<file path="config.mk">
export PLATFORM = sky130hd
export DESIGN_NAME = move_scheduler_flat
export DESIGN_NICKNAME = d
export VERILOG_FILES = /design/src/rtl/move_scheduler_pkg.sv /design/src/rtl/move_scheduler_if.sv /design/src/rtl/move_scheduler_rate_tick.sv /design/src/rtl/move_scheduler.sv /design/src/flat_wrapper.sv
export SDC_FILE = /design/constraint.sdc
export NUM_CORES = 1
export LEC_CHECK = 0
export ABC_CLOCK_PERIOD_IN_PS = 2000
export CAP_MARGIN = 25
export CORE_AREA = 2 2 56 58
export CTS_CLUSTER_DIAMETER = 120
export DETAILED_ROUTE_END_ITERATION = 12
export DIE_AREA = 0 0 58 60
export GPL_TIMING_DRIVEN = 0
export PLACE_DENSITY_LB_ADDON = 0.3
export SLEW_MARGIN = 20
export SYNTH_ARGS = -nofsm -noshare
export SYNTH_HDL_FRONTEND = slang
export SYNTH_SLANG_ARGS = --single-unit
</file>
<file path="constraint.sdc">
create_clock -name clk -period 2 [get_ports clk]
set_input_delay 0.6 -clock clk [delete_from_list [all_inputs] [get_ports clk]]
set_output_delay 0.6 -clock clk [all_outputs]
set_load 0.05 [all_outputs]
</file>
<file path="src/rtl/move_scheduler_pkg.sv">
// -----------------------------------------------------------------------------
// move_sched_pkg
// Shared definitions for the move scheduler:
//   - game_state encodings (IDLE / PLAY / OVER)
//   - direction bit indices inside btn_dir / movement
//   - tilt sample width
//   - helpers: opposite-pair cancellation and overflow-free tilt magnitude
// -----------------------------------------------------------------------------
package move_sched_pkg;

    localparam logic [1:0] ST_IDLE = 2'b00;
    localparam logic [1:0] ST_PLAY = 2'b01;
    localparam logic [1:0] ST_OVER = 2'b10;

    localparam int DIR_UP    = 0;
    localparam int DIR_DOWN  = 1;
    localparam int DIR_LEFT  = 2;
    localparam int DIR_RIGHT = 3;

    localparam int TILT_W = 9;

    // Opposite requests on the same axis cancel each other out.
    function automatic logic [3:0] cancel_pairs(input logic [3:0] req);
        logic [3:0] res;
        res = req;
        if (req[DIR_UP] && req[DIR_DOWN]) begin
            res[DIR_UP]   = 1'b0;
            res[DIR_DOWN] = 1'b0;
        end
        if (req[DIR_LEFT] && req[DIR_RIGHT]) begin
            res[DIR_LEFT]  = 1'b0;
            res[DIR_RIGHT] = 1'b0;
        end
        return res;
    endfunction

    // One extra bit so that -256 yields +256 instead of wrapping.
    function automatic logic [TILT_W:0] tilt_mag(input logic signed [TILT_W-1:0] v);
        logic signed [TILT_W:0] ext;
        ext = {v[TILT_W-1], v};
        return ext[TILT_W] ? $unsigned(-ext) : $unsigned(ext);
    endfunction

endpackage

</file>
<file path="src/rtl/move_scheduler_if.sv">
// -----------------------------------------------------------------------------
// move_scheduler_if
// Groups the scheduler's request inputs and ball-control outputs.
//   slave  : scheduler side (consumes requests, drives movement/state)
//   master : environment side (drives requests, observes movement/state)
// Signals:
//   btn_dir[3:0]   debounced button levels {right,left,down,up}
//   accel_x/y      signed tilt samples (+x right, +y down)
//   start          debounced start/restart level
//   gameover       level from the ball datapath
//   movement[3:0]  one-cycle move pulses, same bit order as btn_dir
//   mv_src         source of last nonzero move (0 buttons, 1 tilt)
//   game_state     00 IDLE, 01 PLAY, 10 OVER
//   ball_rst       one-cycle ball/score reinitialise pulse
// -----------------------------------------------------------------------------
interface move_scheduler_if;
    import move_sched_pkg::*;

    logic [3:0]               btn_dir;
    logic signed [TILT_W-1:0] accel_x;
    logic signed [TILT_W-1:0] accel_y;
    logic                     start;
    logic                     gameover;
    logic [3:0]               movement;
    logic                     mv_src;
    logic [1:0]               game_state;
    logic                     ball_rst;

    modport slave (
        input  btn_dir, accel_x, accel_y, start, gameover,
        output movement, mv_src, game_state, ball_rst
    );

    modport master (
        output btn_dir, accel_x, accel_y, start, gameover,
        input  movement, mv_src, game_state, ball_rst
    );

endinterface

</file>
<file path="src/rtl/move_scheduler_rate_tick.sv">
// -----------------------------------------------------------------------------
// rate_tick
// Free-running divider: counts 0..DIV-1 and raises tick while the count sits at
// its terminal value; the count then wraps to 0.
// Ports:
//   clk    system clock
//   reset  synchronous active-high reset (count -> 0)
//   clr    synchronous clear (count -> 0), used to realign to a new game
//   tick   high for one cycle every DIV cycles
// -----------------------------------------------------------------------------
module rate_tick #(
    parameter int DIV = 2
) (
    input  logic clk,
    input  logic reset,
    input  logic clr,
    output logic tick
);

    localparam int             CW   = (DIV > 1) ? $clog2(DIV) : 1;
    localparam logic [CW-1:0]  TERM = CW'(DIV - 1);

    logic [CW-1:0] count;

    assign tick = (count == TERM);

    // NOTE: sequential state is assigned with <= so every flop samples the
    // pre-edge values; blocking = here would chain updates within one edge.
    always_ff @(posedge clk) begin
        if (reset || clr) begin
            count <= '0;
        end else if (tick) begin
            count <= '0;
        end else begin
            count <= count + 1'b1;
        end
    end

endmodule

</file>
<file path="src/rtl/move_scheduler.sv">
// -----------------------------------------------------------------------------
// move_scheduler
// Game-state FSM plus movement arbiter for the maze ball. Button and tilt
// requests are sampled at their own pulse rates and turned into one-cycle
// registered move pulses while the game is in PLAY.
// Parameters:
//   CLK_HZ, BTN_RATE_HZ, ACC_RATE_HZ  clock and pulse rates in Hz
//   ACC_THRESH                        tilt magnitude that must be exceeded
// Ports:
//   clk    system clock (single clock domain)
//   reset  synchronous active-high reset
//   bus    move_scheduler_if.slave (requests in, movement/state out)
// Build option:
//   MOVE_SCHED_ACCEL_EN  compiles in the tilt divider and tilt arbitration;
//   without it accel_x/accel_y are ignored and mv_src is tied to 0.
// -----------------------------------------------------------------------------
module move_scheduler
    import move_sched_pkg::*;
#(
    parameter int         CLK_HZ      = 100000000,
    parameter int         BTN_RATE_HZ = 90,
    parameter int         ACC_RATE_HZ = 60,
    parameter logic [7:0] ACC_THRESH  = 8'd40
) (
    input  logic               clk,
    input  logic               reset,
    move_scheduler_if.slave    bus
);

    localparam int BTN_DIV = CLK_HZ / BTN_RATE_HZ;

    logic [1:0] state;
    logic [1:0] state_next;
    logic       start_q;
    logic       start_evt;
    logic       play_entry;
    logic       ball_rst_q;
    logic [3:0] movement_q;
    logic [3:0] mv_next;
    logic       btn_tick;

    assign start_evt  = bus.start & ~start_q;
    assign play_entry = (state == ST_IDLE) && start_evt;

    // Dividers clear on the same edge that launches ball_rst, so both counts
    // read 0 throughout the ball_rst cycle and pulses align to the new game.
    rate_tick #(.DIV(BTN_DIV)) u_btn_tick (
        .clk   (clk),
        .reset (reset),
        .clr   (play_entry),
        .tick  (btn_tick)
    );

`ifdef MOVE_SCHED_ACCEL_EN
    localparam int ACC_DIV = CLK_HZ / ACC_RATE_HZ;

    logic              acc_tick;
    logic [TILT_W:0]   mag_x;
    logic [TILT_W:0]   mag_y;
    logic [TILT_W:0]   thresh_ext;
    logic [3:0]        tilt_req;
    logic              mv_src_q;

    rate_tick #(.DIV(ACC_DIV)) u_acc_tick (
        .clk   (clk),
        .reset (reset),
        .clr   (play_entry),
        .tick  (acc_tick)
    );

    assign thresh_ext = {{(TILT_W + 1 - 8){1'b0}}, ACC_THRESH};
    assign mag_x      = tilt_mag(bus.accel_x);
    assign mag_y      = tilt_mag(bus.accel_y);

    // Each axis is judged on its own; equality with the threshold is no move.
    always_comb begin
        tilt_req            = '0;
        tilt_req[DIR_RIGHT] = (mag_x > thresh_ext) && !bus.accel_x[TILT_W-1];
        tilt_req[DIR_LEFT]  = (mag_x > thresh_ext) &&  bus.accel_x[TILT_W-1];
        tilt_req[DIR_DOWN]  = (mag_y > thresh_ext) && !bus.accel_y[TILT_W-1];
        tilt_req[DIR_UP]    = (mag_y > thresh_ext) &&  bus.accel_y[TILT_W-1];
    end
`endif

    always_comb begin
        state_next = state;
        case (state)
            ST_IDLE: if (start_evt)    state_next = ST_PLAY;
            ST_PLAY: if (bus.gameover) state_next = ST_OVER;
            ST_OVER: if (start_evt)    state_next = ST_IDLE;
            default:                   state_next = ST_IDLE;
        endcase
    end

    // Any pressed button claims the ball, so tilt ticks are dropped even when
    // the button tick is not due. gameover suppresses the pulse entirely.
    // NOTE: mv_next gets a default before any branch; a path that skipped the
    // assignment would otherwise infer a latch.
    always_comb begin
        mv_next = '0;
        if ((state == ST_PLAY) && !bus.gameover) begin
            if (|bus.btn_dir) begin
                if (btn_tick) begin
                    mv_next = cancel_pairs(bus.btn_dir);
                end
            end
`ifdef MOVE_SCHED_ACCEL_EN
            else if (acc_tick) begin
                mv_next = tilt_req;
            end
`endif
        end
    end

    always_ff @(posedge clk) begin
        if (reset) begin
            state      <= ST_IDLE;
            start_q    <= 1'b1;     // start held through reset is not an event
            ball_rst_q <= 1'b0;
            movement_q <= '0;
        end else begin
            state      <= state_next;
            start_q    <= bus.start;
            ball_rst_q <= play_entry;
            movement_q <= mv_next;
        end
    end

`ifdef MOVE_SCHED_ACCEL_EN
    // A nonzero move came from buttons exactly when a button was pressed;
    // empty or cancelled requests keep the previous source.
    always_ff @(posedge clk) begin
        if (reset) begin
            mv_src_q <= 1'b0;
        end else if (|mv_next) begin
            mv_src_q <= ~(|bus.btn_dir);
        end
    end

    assign bus.mv_src = mv_src_q;
`else
    assign bus.mv_src = 1'b0;
`endif

    assign bus.movement   = movement_q;
    assign bus.game_state = state;
    assign bus.ball_rst   = ball_rst_q;

endmodule
</file>
<file path="src/flat_wrapper.sv">
// flat-port wrapper written by rule: the top's interface ports become plain ports
module move_scheduler_flat import move_sched_pkg::*;
#(
    parameter int         CLK_HZ      = 100000000,
    parameter int         BTN_RATE_HZ = 90,
    parameter int         ACC_RATE_HZ = 60,
    parameter logic [7:0] ACC_THRESH  = 8'd40
)
  (clk, reset, bus_btn_dir, bus_accel_x, bus_accel_y, bus_start, bus_gameover, bus_movement, bus_mv_src, bus_game_state, bus_ball_rst);
  move_scheduler_if bus_i ();
  input  logic clk;
  input  logic reset;
  input wire logic [$bits(bus_i.btn_dir)-1:0] bus_btn_dir;
  input wire logic [$bits(bus_i.accel_x)-1:0] bus_accel_x;
  input wire logic [$bits(bus_i.accel_y)-1:0] bus_accel_y;
  input wire logic [$bits(bus_i.start)-1:0] bus_start;
  input wire logic [$bits(bus_i.gameover)-1:0] bus_gameover;
  output wire logic [$bits(bus_i.movement)-1:0] bus_movement;
  output wire logic [$bits(bus_i.mv_src)-1:0] bus_mv_src;
  output wire logic [$bits(bus_i.game_state)-1:0] bus_game_state;
  output wire logic [$bits(bus_i.ball_rst)-1:0] bus_ball_rst;
  assign bus_i.btn_dir = bus_btn_dir;
  assign bus_i.accel_x = bus_accel_x;
  assign bus_i.accel_y = bus_accel_y;
  assign bus_i.start = bus_start;
  assign bus_i.gameover = bus_gameover;
  assign bus_movement = bus_i.movement;
  assign bus_mv_src = bus_i.mv_src;
  assign bus_game_state = bus_i.game_state;
  assign bus_ball_rst = bus_i.ball_rst;
  move_scheduler #(.CLK_HZ(CLK_HZ), .BTN_RATE_HZ(BTN_RATE_HZ), .ACC_RATE_HZ(ACC_RATE_HZ), .ACC_THRESH(ACC_THRESH)) u_core (.clk(clk), .reset(reset), .bus(bus_i));
endmodule
</file>
Word-level counts from Yosys, hierarchy flattened
Index checks and enable logic that the tools add are counted.
{"block": "totals", "rom_bits": 0, "register_bits": 29, "ram_bits": 0, "word_cells": 34, "n_memories": 0, "inputBits": 26, "latchBits": 0, "out_inout_bits": 8}
{"block": "classes", "muxes": 4, "eq_ne": 6, "n_div": 0, "n_lt_le_gt_ge": 0, "add_sub_neg": 1, "n_mul": 0, "shifts": 0, "bitwise": 5, "n_reduce_logical": 12}
{"op": "$add 21x1->21 const B", "n": 1}
{"op": "$eq 21x21->1 const B", "n": 1}
{"op": "$reduce_or 5->1", "n": 2}
{"op": "$mux 2", "n": 3}
{"op": "$pmux 2 s3", "n": 1}
{"op": "$logic_and 1x1->1", "n": 4}
{"op": "$ne 2x1->1 const B", "n": 2}
{"op": "$not 1->1", "n": 4}
{"op": "$reduce_or 4->1", "n": 1}
{"op": "$reduce_and 3->1", "n": 1}
{"op": "$eq 2x1->1 const B", "n": 1}
{"op": "$eq 2x2->1 const B", "n": 1}
{"op": "$logic_not 2->1", "n": 1}
{"op": "$ne 2x2->1 const B", "n": 1}
{"op": "$reduce_or 2->1", "n": 1}
{"op": "$and 1x1->1", "n": 1}
{"op": "$logic_not 1->1", "n": 1}
{"op": "$logic_or 1x1->1", "n": 1}

Logic depth before layout (Yosys ltp)
{"block": "depth", "depth_word": 5, "ltp_mapped": 6}

By module
From an unflattened synthesis, not the netlist that was laid out.
{"block": "unflattened", "cells_unflattened": 138, "hier_area_um2": 1288.7}
{"mod": "rate_tick", "area_per_inst_um2": 974.7, "seq_area_each_um2": 420.4, "cells_per_inst": 112, "n_inst": 1}
{"mod": "move_scheduler", "area_per_inst_um2": 314.1, "seq_area_each_um2": 160.2, "cells_per_inst": 26, "n_inst": 1}

Worst setup path before layout
OpenSTA, ideal clock, no wires.
{"block": "synth_timing", "kind": "register to register", "startpoint": "reg u_core.u_btn_tick.count[0]", "endpoint": "reg u_core.u_btn_tick.count[20]", "setup_ns": 0.070, "arrival_time_ns": 1.471, "period_less_slack_ns": 1.541, "stages_incl_launch_ff": 6, "path_slack_ns": 0.459, "cell_sequence": "dfxtp_1 > ha_1 > and4_1 > nand4_1 > or3_1 > a21oi_1"}
{"block": "synth_via", "elab_chain_len": 2, "elab_cells_between_ends": 3, "cone_classes": "add/sub (1); eq/ne (1); reduce/logical (1)"}
{"item": "start: declaration", "line_no": "move_scheduler_rate_tick.sv:23", "text": "logic [CW-1:0] count;"}
{"item": "start signal: assignment", "line_no": "move_scheduler_rate_tick.sv:35", "text": "count <= count + 1'b1;"}
{"item": "parallel branches: the longest is 2 deep, another holds $add 21x1->21"}
Several ways; the timed one is not identified.
A chain may end at the register's enable or synchronous reset.

Worst setup path after layout
{"block": "layout_timing", "startpoint": "reg u_core.state[1] (netlist: u_core.bus.game_state[1])", "endpoint": "out bus_game_state[1]"}
{"item": "start: declaration", "line_no": "move_scheduler.sv:32", "text": "logic [1:0] state;"}
{"item": "start signal: assignment", "line_no": "move_scheduler.sv:122", "text": "state <= state_next;"}
{"item": "end: declaration", "line_no": "flat_wrapper.sv:20", "text": "output wire logic [$bits(bus_i.game_state)-1:0] bus_game_state;"}
No word-level cell between the ends.

==> results.yml <==
worst_setup_path:
  path_class: "register to primary output"
  path_buf_inv: 1
  cp.required_ps: 1400
  crit_slowest_cell: "dlygate4sd2_1"
  critPathTopFamily: "buffers and inverters"
  path_cells: "dlygate4sd2_1"
  arrival_ps: 1300
  start_kind: "register"
  cp_max_fo: 6
  slowest_delay_ps: 550
  crit_path_end_kind: "primary output"
clock_tree:
  h-tree-depth: 2
  clock_sinks: 29
  clkSlewWorstSetupHoldPaths_ps: 90
  clk_latency_ps: 320
  cts_tree: "built"
  clk_path_buf_depth: 2
  numCtsBuffers: 5
  post_cts_buffers: 0
  cts-root-buf: "clkbuf_4"
  holdBufCountCts: 0
finish:
  n_antenna_cell: 0
  multi_input_area_um2: 647
  area_growth_pct: 21.6
  regArea_um2: 581
  n_fill_cell: 270
  final_nets: 186
  drive_above_1_share_pct: 13.2
floorplanning:
  die_x_um: 58
  die_h_um: 60
  core.rowCount: 20
  coreArea_um2: 2900
  floorplan.initialDensity_pct: 43.9
  dieArea_um2: 3480
  io_pins: 34
synth:
  ys_types: 32
  yosys.area.top_type: "dfxtp_1"
  synth_nets: 165
  netlist_instances: 137
  synth_ff_type: "dfxtp_1"
  yosysWarnings: 0
  syn_avg_cell_area_um2: 9.31
  synth_area_leaders: "dfxtp_1, xnor2_1, xor2_1"
  synth-edff-count: 0
  yosysMostFrequentCell: "dfxtp_1"
  synthesis.area_um2: 1270
  yosysSeqAreaShare_pct: 45.5
  ys_async_sr_fraction_pct: 0
  yosysTopAreaCellShare_pct: 45.5
  synth_seq_cells: 29
  synthTopCellsByCount: "dfxtp_1, nor2_1, nand4_1"
global_route:
  grt_overflow: 0
  antenna_found_initial: 0
  grt.total_usage_pct: 16.9
  grt_pass1_vias: 1037
  grt_pass1_wl_um: 4370
  grt_max_degree: 11
detailed_routing:
  num_vias: 1044
  vias_per_cell: 5.44
  wl_per_cell_um: 12.8
  drc: 0
  wirelength_um: 2450
  drt_iter0_drc: 25
  ant_nets: 0
  drt_first_pass_iters: 4
sta:
  final_max_slew_viol_count: 0
  fmax_ghz: 0.527
  min_period_ps: 1900
  hold_viol: 0
  hold_slack_ps: 499
  setup_viol_count_final: 0
  post-route-period-util_pct: 94.8
  tns_ps: 0
  rsz0062_at_grt: "no"
  skew_ps: 5.30
outcome:
  status: "finished, final reports clean"
power:
  ir_drop_uv: 539
  leakagePower_nw: 0.569
  power_density_nw_per_um2: 805
placement:
  dp.final_hpwl_um: 1830
  io_buffers: 14
  gp_congestion: 0.797
run:
  maxCapViolCount: 0
worst_hold_path:
  hold_path.class: "register to register"
==> cell type report <==
class / instances / share of cell area [%]
plain buffers: 6 / 2.58
clock buffers: 5 / 2.42
clock inverters: 3 / 4.20
inverters: 2 / 0.484
multi-input cells: 100 / 41.7
flip-flops and latches: 29 / 37.4
well taps: 33 / 2.66
repair buffers: 14 / 8.47
==> flip-flops by register name, summed over array words and instances, names as in the netlist <==
name	flops
u_core.bus.ball_rst	1
u_core.bus.movement	4
u_core.bus.game_state	2
u_core.start_q	1
u_core.u_btn_tick.count	21
==> what timing repair did <==
action / in CTS / in global routing
endpoints found under the hold margin: 0 / 0
endpoints found under the setup margin: 7 / 0
resized for setup: 7 / 0
==> routing by layer <==
layer  share of wire [%]  track usage (%)
met3                 4.7             6.06
met1                  43             17.8
met4                 2.2             8.31
met5                   0                0
met2                  50             29.9
==> metrics by stage <==
step	total power, mW	instance area (µm²)	worst slack [ps]	std cells	util (%)
2_1_floorplan	0.646	1270	459	137	-
3_3_place_gp	0.672	1460	17.2	184	50.2
3_5_place_dp	0.674	1460	25.0	184	50.2
4_1_cts	1.27	1550	75.9	192	53.4
5_1_grt	1.30	1550	51.5	192	53.4
6_report	1.25	1550	103	192	53.4
==> layout by cell type, fill, tap and decap left out, types with 3 or more instances in the layout <==
master	n
a21oi_1	5
and3_1	3
and4_1	3
buf_4	4
clkbuf_4	5
clkdlybuf4s50_1	7
dfxtp_1	29
dlygate4sd2_1	7
nand2_1	7
nand3_1	4
nand4_1	8
nor2_1	16
nor3_1	4
nor3b_1	4
nor4_1	3
nor4b_1	4
o21ai_0	4
or3_1	4
xnor2_1	7
xor2_1	7
==> path summary, 6_finish.rpt <==
path	startpoint	endpoint	slack (ps)	depth (start not counted)
min	u_core.u_btn_tick.count[0]	u_core.u_btn_tick.count[0]	500	1
max	u_core.bus.game_state[1]	bus_game_state[1]	100	1
max reg2reg	u_core.u_btn_tick.count[0]	u_core.u_btn_tick.count[20]	260	5
min reg2reg	u_core.u_btn_tick.count[0]	u_core.u_btn_tick.count[0]	500	1
==> where the power goes <==
part	total, mW	switching [mW]	internal, mW
Combinational	0.0661	0.0360	0.0301
Sequential	0.593	0.00762	0.585
Clock	0.589	0.202	0.387
Total	1.25	0.246	1.00
==> cells by family after synthesis <==
group                      Yosys count  share of synthesized area (%)
buffers and inverters                8                           3.73
AOI/OAI and AO/OA                   12                           5.59
xor gates and xnor gates            14                           9.62
DFF                                 29                           45.5
adders and majority gates            2                           1.96
other                                1                          0.294
and+or+nand+nor                     71                           33.3
No activity file was read; power rests on OpenSTA's default activity.
